==> config.mk <==
export PLATFORM = sky130hd
export DESIGN_NAME = copperv_lsu_flat
export DESIGN_NICKNAME = d
export VERILOG_FILES = /design/src/rtl/copperv_lsu_if.sv /design/src/rtl/copperv_lsu.sv /design/src/flat_wrapper.sv
export SDC_FILE = /design/constraint.sdc
export NUM_CORES = 1
export LEC_CHECK = 0
export BUFFER_PORTS_ARGS = -buffer_cell sky130_fd_sc_hd__buf_4
export CAP_MARGIN = 20
export CORE_MARGIN = 2
export CORE_UTILIZATION = 53
export DETAILED_ROUTE_END_ITERATION = 10
export GPL_TIMING_DRIVEN = 0
export PLACE_DENSITY_LB_ADDON = 0.08
export RECOVER_POWER = 50
export SLEW_MARGIN = 20
export SYNTH_ARGS = -nofsm -noshare
export SYNTH_HDL_FRONTEND = slang
export SYNTH_SLANG_ARGS = --single-unit
export TNS_END_PERCENT = 20
==> constraint.sdc <==
create_clock -name clk -period 5.5 [get_ports clk]
set_clock_uncertainty 0.05 [all_clocks]
set_input_delay 1.65 -clock clk [delete_from_list [all_inputs] [get_ports clk]]
set_output_delay 1.65 -clock clk [all_outputs]
set_load 0.01 [all_outputs]
==> src/rtl/copperv_lsu_if.sv <==
// Bus bundle between the core MEM stage, the LSU and the copperv data bus.
// The LSU takes the master view; the core/bus side takes the slave view.
interface copperv_lsu_if #(
    parameter int DATA_WIDTH  = 32,
    parameter int ADDR_WIDTH  = 32,
    parameter int FUNCT_WIDTH = 5
);
    logic                    req_valid;
    logic                    req_ready;
    logic                    req_write;
    logic [FUNCT_WIDTH-1:0]  req_funct;
    logic [ADDR_WIDTH-1:0]   req_addr;
    logic [DATA_WIDTH-1:0]   req_wdata;
    logic                    resp_valid;
    logic [DATA_WIDTH-1:0]   resp_rdata;
    logic                    resp_error;
    logic                    dr_addr_valid;
    logic                    dr_addr_ready;
    logic [ADDR_WIDTH-1:0]   dr_addr;
    logic                    dr_data_valid;
    logic                    dr_data_ready;
    logic [DATA_WIDTH-1:0]   dr_data;
    logic                    dw_valid;
    logic                    dw_ready;
    logic [ADDR_WIDTH-1:0]   dw_addr;
    logic [DATA_WIDTH-1:0]   dw_data;
    logic [DATA_WIDTH/8-1:0] dw_strobe;
    logic                    dw_resp_valid;
    logic                    dw_resp_ready;
    logic                    dw_resp;

    modport master (
        input  req_valid, req_write, req_funct, req_addr, req_wdata,
        output req_ready, resp_valid, resp_rdata, resp_error,
        output dr_addr_valid, dr_addr, dr_data_ready,
        input  dr_addr_ready, dr_data_valid, dr_data,
        output dw_valid, dw_addr, dw_data, dw_strobe, dw_resp_ready,
        input  dw_ready, dw_resp_valid, dw_resp
    );

    modport slave (
        output req_valid, req_write, req_funct, req_addr, req_wdata,
        input  req_ready, resp_valid, resp_rdata, resp_error,
        input  dr_addr_valid, dr_addr, dr_data_ready,
        output dr_addr_ready, dr_data_valid, dr_data,
        input  dw_valid, dw_addr, dw_data, dw_strobe, dw_resp_ready,
        output dw_ready, dw_resp_valid, dw_resp
    );
endinterface

==> src/rtl/copperv_lsu.sv <==
// Load/store unit: one request at a time, lane steering, extension,
// misalignment, write-fail and bus-timeout error reporting.
module copperv_lsu #(
    parameter int DATA_WIDTH     = 32,
    parameter int ADDR_WIDTH     = 32,
    parameter int FUNCT_WIDTH    = 5,
    parameter int TIMEOUT_CYCLES = 255
) (
    input logic           clk,
    input logic           rst,
    copperv_lsu_if.master bus
);
    localparam int NB = DATA_WIDTH / 8;
    localparam int OW = $clog2(NB);
    localparam int CW = $clog2(TIMEOUT_CYCLES + 2);

    localparam logic [2:0] IDLE  = 3'd0;
    localparam logic [2:0] RADDR = 3'd1;
    localparam logic [2:0] RDATA = 3'd2;
    localparam logic [2:0] WREQ  = 3'd3;
    localparam logic [2:0] WRESP = 3'd4;
    localparam logic [2:0] DONE  = 3'd5;

    localparam logic [FUNCT_WIDTH-1:0] F_BYTE   = FUNCT_WIDTH'(9);
    localparam logic [FUNCT_WIDTH-1:0] F_HWORD  = FUNCT_WIDTH'(10);
    localparam logic [FUNCT_WIDTH-1:0] F_WORD   = FUNCT_WIDTH'(11);
    localparam logic [FUNCT_WIDTH-1:0] F_BYTEU  = FUNCT_WIDTH'(12);
    localparam logic [FUNCT_WIDTH-1:0] F_HWORDU = FUNCT_WIDTH'(13);

    logic [2:0]             state;
    logic [FUNCT_WIDTH-1:0] funct_q;
    logic [ADDR_WIDTH-1:0]  addr_q;
    logic [DATA_WIDTH-1:0]  wdata_q;
    logic [DATA_WIDTH-1:0]  rdata_q;
    logic                   err_q;
    logic [CW-1:0]          cnt;

    logic [1:0]             req_size;
    logic [1:0]             cur_size;
    logic                   req_bad;
    logic [OW-1:0]          off;
    logic [ADDR_WIDTH-1:0]  aligned;
    logic [DATA_WIDTH-1:0]  rshift;
    logic [DATA_WIDTH-1:0]  ld_ext;
    logic [NB-1:0]          smask;
    logic                   to_hit;

    // 0 = unsupported, 1 = byte, 2 = halfword, 3 = word
    function automatic logic [1:0] size_of(
        input logic [FUNCT_WIDTH-1:0] f
    );
        unique case (f)
            F_BYTE, F_BYTEU:   size_of = 2'd1;
            F_HWORD, F_HWORDU: size_of = 2'd2;
            F_WORD:            size_of = 2'd3;
            default:           size_of = 2'd0;
        endcase
    endfunction

    assign req_size = size_of(bus.req_funct);
    assign cur_size = size_of(funct_q);
    assign req_bad  = (req_size == 2'd0)
                   || (req_size == 2'd2 && bus.req_addr[0])
                   || (req_size == 2'd3 && bus.req_addr[1:0] != 2'b00);

    assign off     = addr_q[OW-1:0];
    assign aligned = {addr_q[ADDR_WIDTH-1:OW], {OW{1'b0}}};
    assign rshift  = bus.dr_data >> {off, 3'b000};

    always_comb begin
        ld_ext = rshift;
        unique case (1'b1)
            funct_q == F_BYTE:   ld_ext = DATA_WIDTH'($signed(rshift[7:0]));
            funct_q == F_BYTEU:  ld_ext = DATA_WIDTH'(rshift[7:0]);
            funct_q == F_HWORD:  ld_ext = DATA_WIDTH'($signed(rshift[15:0]));
            funct_q == F_HWORDU: ld_ext = DATA_WIDTH'(rshift[15:0]);
            funct_q == F_WORD:   ld_ext = DATA_WIDTH'($signed(rshift[31:0]));
            default: ;
        endcase
    end

    always_comb begin
        smask = '0;
        unique case (cur_size)
            2'd1:    smask = NB'(4'h1);
            2'd2:    smask = NB'(4'h3);
            2'd3:    smask = NB'(4'hF);
            default: smask = '0;
        endcase
    end

    assign to_hit = (TIMEOUT_CYCLES != 0)
                 && (cnt == CW'(TIMEOUT_CYCLES - 1));

    always_ff @(posedge clk) begin
        if (rst) begin
            state   <= IDLE;
            funct_q <= '0;
            addr_q  <= '0;
            wdata_q <= '0;
            rdata_q <= '0;
            err_q   <= 1'b0;
            cnt     <= '0;
        end else begin
            cnt <= cnt + CW'(1);
            unique case (state)
                IDLE: begin
                    if (bus.req_valid) begin
                        funct_q <= bus.req_funct;
                        addr_q  <= bus.req_addr;
                        wdata_q <= bus.req_wdata;
                        rdata_q <= '0;
                        err_q   <= req_bad;
                        cnt     <= '0;
                        if (req_bad)
                            state <= DONE;
                        else if (bus.req_write)
                            state <= WREQ;
                        else
                            state <= RADDR;
                    end
                end
                RADDR: begin
                    if (bus.dr_addr_ready) begin
                        state <= RDATA;
                        cnt   <= '0;
                    end else if (to_hit) begin
                        err_q <= 1'b1;
                        state <= DONE;
                    end
                end
                RDATA: begin
                    if (bus.dr_data_valid) begin
                        rdata_q <= ld_ext;
                        state   <= DONE;
                    end else if (to_hit) begin
                        err_q <= 1'b1;
                        state <= DONE;
                    end
                end
                WREQ: begin
                    if (bus.dw_ready) begin
                        state <= WRESP;
                        cnt   <= '0;
                    end else if (to_hit) begin
                        err_q <= 1'b1;
                        state <= DONE;
                    end
                end
                WRESP: begin
                    if (bus.dw_resp_valid) begin
                        err_q <= ~bus.dw_resp;
                        state <= DONE;
                    end else if (to_hit) begin
                        err_q <= 1'b1;
                        state <= DONE;
                    end
                end
                DONE:    state <= IDLE;
                default: state <= IDLE;
            endcase
        end
    end

    assign bus.req_ready     = (state == IDLE);
    assign bus.resp_valid    = (state == DONE);
    assign bus.resp_rdata    = rdata_q;
    assign bus.resp_error    = err_q;
    assign bus.dr_addr_valid = (state == RADDR);
    assign bus.dr_addr       = aligned;
    assign bus.dr_data_ready = (state == RDATA);
    assign bus.dw_valid      = (state == WREQ);
    assign bus.dw_addr       = aligned;
    assign bus.dw_data       = wdata_q << {off, 3'b000};
    assign bus.dw_strobe     = (state == WREQ) ? (smask << off) : '0;
    assign bus.dw_resp_ready = (state == WRESP);
endmodule

==> src/flat_wrapper.sv <==
// flat-port wrapper written by rule: the top's interface ports become plain ports
module copperv_lsu_flat 
#(
    parameter int DATA_WIDTH     = 32,
    parameter int ADDR_WIDTH     = 32,
    parameter int FUNCT_WIDTH    = 5,
    parameter int TIMEOUT_CYCLES = 255
)
  (clk, rst, bus_req_valid, bus_req_write, bus_req_funct, bus_req_addr, bus_req_wdata, bus_req_ready, bus_resp_valid, bus_resp_rdata, bus_resp_error, bus_dr_addr_valid, bus_dr_addr, bus_dr_data_ready, bus_dr_addr_ready, bus_dr_data_valid, bus_dr_data, bus_dw_valid, bus_dw_addr, bus_dw_data, bus_dw_strobe, bus_dw_resp_ready, bus_dw_ready, bus_dw_resp_valid, bus_dw_resp);
  copperv_lsu_if #(.DATA_WIDTH(DATA_WIDTH), .ADDR_WIDTH(ADDR_WIDTH), .FUNCT_WIDTH(FUNCT_WIDTH)) bus_i ();
  input logic clk;
  input logic rst;
  input wire logic [$bits(bus_i.req_valid)-1:0] bus_req_valid;
  input wire logic [$bits(bus_i.req_write)-1:0] bus_req_write;
  input wire logic [$bits(bus_i.req_funct)-1:0] bus_req_funct;
  input wire logic [$bits(bus_i.req_addr)-1:0] bus_req_addr;
  input wire logic [$bits(bus_i.req_wdata)-1:0] bus_req_wdata;
  output wire logic [$bits(bus_i.req_ready)-1:0] bus_req_ready;
  output wire logic [$bits(bus_i.resp_valid)-1:0] bus_resp_valid;
  output wire logic [$bits(bus_i.resp_rdata)-1:0] bus_resp_rdata;
  output wire logic [$bits(bus_i.resp_error)-1:0] bus_resp_error;
  output wire logic [$bits(bus_i.dr_addr_valid)-1:0] bus_dr_addr_valid;
  output wire logic [$bits(bus_i.dr_addr)-1:0] bus_dr_addr;
  output wire logic [$bits(bus_i.dr_data_ready)-1:0] bus_dr_data_ready;
  input wire logic [$bits(bus_i.dr_addr_ready)-1:0] bus_dr_addr_ready;
  input wire logic [$bits(bus_i.dr_data_valid)-1:0] bus_dr_data_valid;
  input wire logic [$bits(bus_i.dr_data)-1:0] bus_dr_data;
  output wire logic [$bits(bus_i.dw_valid)-1:0] bus_dw_valid;
  output wire logic [$bits(bus_i.dw_addr)-1:0] bus_dw_addr;
  output wire logic [$bits(bus_i.dw_data)-1:0] bus_dw_data;
  output wire logic [$bits(bus_i.dw_strobe)-1:0] bus_dw_strobe;
  output wire logic [$bits(bus_i.dw_resp_ready)-1:0] bus_dw_resp_ready;
  input wire logic [$bits(bus_i.dw_ready)-1:0] bus_dw_ready;
  input wire logic [$bits(bus_i.dw_resp_valid)-1:0] bus_dw_resp_valid;
  input wire logic [$bits(bus_i.dw_resp)-1:0] bus_dw_resp;
  assign bus_i.req_valid = bus_req_valid;
  assign bus_i.req_write = bus_req_write;
  assign bus_i.req_funct = bus_req_funct;
  assign bus_i.req_addr = bus_req_addr;
  assign bus_i.req_wdata = bus_req_wdata;
  assign bus_req_ready = bus_i.req_ready;
  assign bus_resp_valid = bus_i.resp_valid;
  assign bus_resp_rdata = bus_i.resp_rdata;
  assign bus_resp_error = bus_i.resp_error;
  assign bus_dr_addr_valid = bus_i.dr_addr_valid;
  assign bus_dr_addr = bus_i.dr_addr;
  assign bus_dr_data_ready = bus_i.dr_data_ready;
  assign bus_i.dr_addr_ready = bus_dr_addr_ready;
  assign bus_i.dr_data_valid = bus_dr_data_valid;
  assign bus_i.dr_data = bus_dr_data;
  assign bus_dw_valid = bus_i.dw_valid;
  assign bus_dw_addr = bus_i.dw_addr;
  assign bus_dw_data = bus_i.dw_data;
  assign bus_dw_strobe = bus_i.dw_strobe;
  assign bus_dw_resp_ready = bus_i.dw_resp_ready;
  assign bus_i.dw_ready = bus_dw_ready;
  assign bus_i.dw_resp_valid = bus_dw_resp_valid;
  assign bus_i.dw_resp = bus_dw_resp;
  copperv_lsu #(.DATA_WIDTH(DATA_WIDTH), .ADDR_WIDTH(ADDR_WIDTH), .FUNCT_WIDTH(FUNCT_WIDTH), .TIMEOUT_CYCLES(TIMEOUT_CYCLES)) u_core (.clk(clk), .rst(rst), .bus(bus_i));
endmodule
* Word level (Yosys, flattened, before mapping)
Index checks and enable logic that the tools add are counted.
Storage, ports and cells: register bits 114, input port bits 110, output and inout port bits 139
Cells by class: shifts and indexed selects 3, bitwise logic cells 1, mux-type cells 28, reductions and logical operators 16, equality and inequality tests 26, $add $sub $neg 1
Operator list (number):
- $pmux W32 S4 | 1
- $mux W32 | 2
- $pmux W32 S2 | 1
- $eq A5 B4 Y1 const B | 10
- $shl A32 B5 Y32 | 1
- $shr A32 B5 Y32 | 1
- $mux W9 | 3
- $pmux W9 S3 | 1
- $mux W3 | 7
- $pmux W3 S5 | 1
- $pmux W2 S3 | 2
- $pmux W4 S3 | 1
- $add A9 B1 Y9 const B | 1
- $eq A9 B8 Y1 const B | 1
- $eq A2 B2 Y1 const B | 4
- $ne A2 B2 Y1 const B | 4
- $reduce_or A2 Y1 | 4
- $eq A3 B2 Y1 const B | 2
- $eq A3 B3 Y1 const B | 2
- $mux W1 | 6
- $pmux W1 S5 | 1
- $reduce_and A5 Y1 | 1
- $reduce_bool A5 Y1 | 1
- $mux W4 | 1
- 13 further kinds | 16

* Logic depth before layout (Yosys ltp)
depth in word-level cells 10, gate-level depth with buffers 7

* Least setup slack after synthesis
OpenSTA, ideal clock, no wires.
path kind flip-flop to output port, from reg u_core.addr_q[0], to out bus_dw_strobe[2], required time 3.800 ns, cell stages (with the launch flop) 7, arrival time 1.444 ns, setup slack 2.356 ns, cell sequence dfxtp_1 -> buf_2 -> nor2b_1 -> buf_4 -> clkbuf_1 -> o21bai_1 -> a211oi_1
On the way: longest elaborated chain between the ends 2
RTL lines:
- from (decl) | line copperv_lsu.sv:32 | logic [ADDR_WIDTH-1:0] addr_q;
- from (signal assigned) | line copperv_lsu.sv:110 | addr_q <= bus.req_addr;
- $shl A4 B2 Y4 | line copperv_lsu.sv:175 | assign bus.dw_strobe = (state == WREQ) ? (smask << off) : '0;
- $mux W4 | line copperv_lsu.sv:175
- to (decl) | line flat_wrapper.sv:31 | output wire logic [$bits(bus_i.dw_strobe)-1:0] bus_dw_strobe;
No other way between the ends.

* Worst setup path after layout
from reg u_core.addr_q[0], to out bus_dw_data[14]
On the way: longest elaborated chain between the ends 1
RTL lines:
- $shl A32 B5 Y32 | line copperv_lsu.sv:174 | assign bus.dw_data = wdata_q << {off, 3'b000};
- to (decl) | line flat_wrapper.sv:30 | output wire logic [$bits(bus_i.dw_data)-1:0] bus_dw_data;
No other way between the ends.

==> parameters.txt <==
Parameter                              Value

Synthesis
  Netlist area before placement    0.006212 mm²
  Synthesis-stage register bit count    114
  Fraction of synthesis flops using an asynchronous set or reset pin    0
  Top cell type's share of synthesized area    0.3674
  Most frequent cell after synthesis    nand2_1
  Main area contributors after synthesis    dfxtp_1, nand2_1, a21oi_1
  Warnings from Yosys    0
  Average size of a mapped cell    7.736 µm²
  Most used DFF post-synth    dfxtp_1
  Gate count after technology mapping    803
  Portion of the post-synthesis area used by sequential elements    0.3674
  Most frequent cells after synthesis    nand2_1, dfxtp_1, a21oi_1
  Post-synth EDFFs    0
  Count of unique library cells instantiated by Yosys    56
  Most area-hungry cell type in the Yosys netlist    dfxtp_1

Clock tree
  TritonCTS clock tree    done
  Clock Pin Slew Worst Setup and Hold Paths    50 ps
  Source-to-sink clock delay at the later pin of the worst-skew pair    410 ps
  Post-CTS Setup Repair Bufs    0
  Hold-fix buffer count after cts    0
  Resize count post-CTS    0
  Buffers from clock root to sink, at most    2
  Clock tree root driver cell    clkbuf_16
  Number of levels the H-tree was split into    4
  CTS Buf Count    17
  Clock tree sinks    114

Timing
  Maximum clock rate    0.2447 GHz
  Final TNS setup    0 ps
  Relative slew slack    0.3048
  Final critical-path share of the clock period    0.7429
  Unrepaired setup endpoints after global routing    no
  Slack of the critical path    1414 ps
  Slew @ Worst Pin    1032 ps
  Min cycle time layout    4086 ps
  Hold violation total from the final report    0
  Final setup violation count    0
  Final-report max-slew violation count    0

Floorplanning
  Core outline area    0.01142 mm²
  Initial cell density of the core    0.5440
  Die Width    112.3 µm
  Die area    0.01260 mm²
  Die Span Y    112.3 µm
  Top-level I/O count    249
  FP Rows    39

Place
  Dpl ws    1884 ps
  Placed standard-cell area    0.008227 mm²
  Post-detail-place hpwl    14,700 µm
  Buffers added on ports    243
  Placer Congestion    0.9202

Drt
  Initial DRC Count    591
  Number of vias per cell    5.582
  Drt pass-1 iters    5
  Average wire per cell in the routed design    16.58 µm
  Final antenna-violating net count    0
  Total Wirelength    20,300 µm
  DRC errors left    0
  Total vias in the final route    6,832

Run
  Max-cap violations    0

Power
  P_leak    3.753 nW
  Power per cell area    315.8 mW/mm²
  Maximum VDD drop    174.2 µV

Critical path
  Worst setup EP type    output port
  Max Fanout on Critical Path    10
  Crit Path Category    reg2out
  CP arrival    2390 ps
  CP Data Required Time    3800 ps
  Startpoint type of the worst setup path    flop

GRT
  Via count of the first global-routing pass    6,258
  Overflow left after global routing    0
  Gr usage total    0.3068
  Global-route wire length before repair    31,160 µm
  Largest net degree at the start of global routing    17
  Initial antenna violation count    0

Finish
  FILL cells    952
  Core occupancy in the finished layout    0.7571
  Non-Filler Cell Area, Final    0.008645 mm²
  Final net count    1,180
  Total inserted antenna cells    0
  Fraction of layout cells with a size suffix above 1    0.3016
  Area overhead of the layout relative to synthesis    39.15%

Outcome
  Status    finished clean

Worst hold path
  Class of the most critical hold timing path    reg2reg
==> critical path: stages (launching register included) <==
cell and delay, ps:
dfxtp_1 300, buf_2 160, clkbuf_1 410, buf_1 550
mux2i_1 280, nor2_1 90, buf_4 180
==> per-layer routing <==
layer	vias to the layer above	wire length, µm	GRT usage
li1	3247	-	-
met1	3131	8172	0.3806
met2	403	9641	0.5237
met3	51	1975	0.06857
met4	0	508	0.1130
met5	-	0	0
==> cell usage in the layout, fill, tap and decap left out, types with 11 or more instances in the layout <==
| cell type | count |
|---|---|
| clkbuf_16 | 17 |
| nand2_1 | 188 |
| clkbuf_1 | 86 |
| buf_4 | 239 |
| dfxtp_1 | 114 |
| a21oi_1 | 99 |
| nor2b_1 | 21 |
| o21ai_0 | 29 |
| mux2i_1 | 32 |
| nor2_1 | 37 |
| buf_2 | 22 |
| clkbuf_4 | 21 |
| nand4_1 | 11 |
==> cell type report <==
class / instances / area (µm²) / area share
Timing Repair Buffer: 243 / 1644 / 0.1902
Sequential cell: 114 / 2282 / 0.2640
Tap cell: 143 / 178.9 / 0.02070
Clock buffer: 19 / 452.9 / 0.05240
Inverter: 10 / 37.54 / 0.004342
Clock inverter: 13 / 151.4 / 0.01751
Buffer: 127 / 755.7 / 0.08742
Multi-Input combinational cell: 555 / 3142 / 0.3634
==> state kept, by name, indices dropped and copies added (netlist names) <==
register and count:
u_core.state 3, u_core.wdata_q 32, u_core.addr_q 32, u_core.cnt 9
u_core.bus.resp_rdata 32, u_core.bus.resp_error 1, u_core.funct_q 5
==> cell families (layout without fill, tap and decap cells) <==
family / count (synthesis) / count (layout) / share of synthesized area
AO/OA/AOI/OAI: 207 / 207 / 0.2127
XOR/XNOR: 9 / 9 / 0.01269
other: 1 / 4 / 0.0006037
multiplexers: 36 / 36 / 0.06062
flip-flops: 114 / 114 / 0.3674
adder cells (fa/ha/maj): 2 / 2 / 0.004028
AND/OR/NAND/NOR: 297 / 297 / 0.2133
buffers and inverters: 137 / 412 / 0.1287
==> final timing paths <==
kind	from	end	slack (ps)	cells past startpoint
setup / recovery	u_core.addr_q[0]	bus_dw_data[14]	1410	6
hold reg to reg	u_core.wdata_q[31]	u_core.wdata_q[31]	400	2
hold / removal	u_core.wdata_q[31]	u_core.wdata_q[31]	400	2
setup reg to reg	u_core.state[1]	u_core.addr_q[29]	3100	7
==> through the flow <==
step,hold slack (ps),power (mW),instances
global placement,387.5,1.607,1192
finish,400.3,2.730,1224
floorplan,381.8,1.330,806
detailed placement,393.4,1.616,1192
CTS,400.8,2.729,1224
global route,417.8,2.823,1224
==> power breakdown <==
| group | switching [mW] | total (mW) | leakage, nW | internal, mW |
|---|---|---|---|---|
| Clock | 0.432 | 1.13 | 0.283 | 0.697 |
| Combinational | 0.370 | 0.677 | 2.54 | 0.307 |
| Sequential | 0.0438 | 0.923 | 0.930 | 0.880 |
Note: power is estimated with default switching activity, not from simulation.
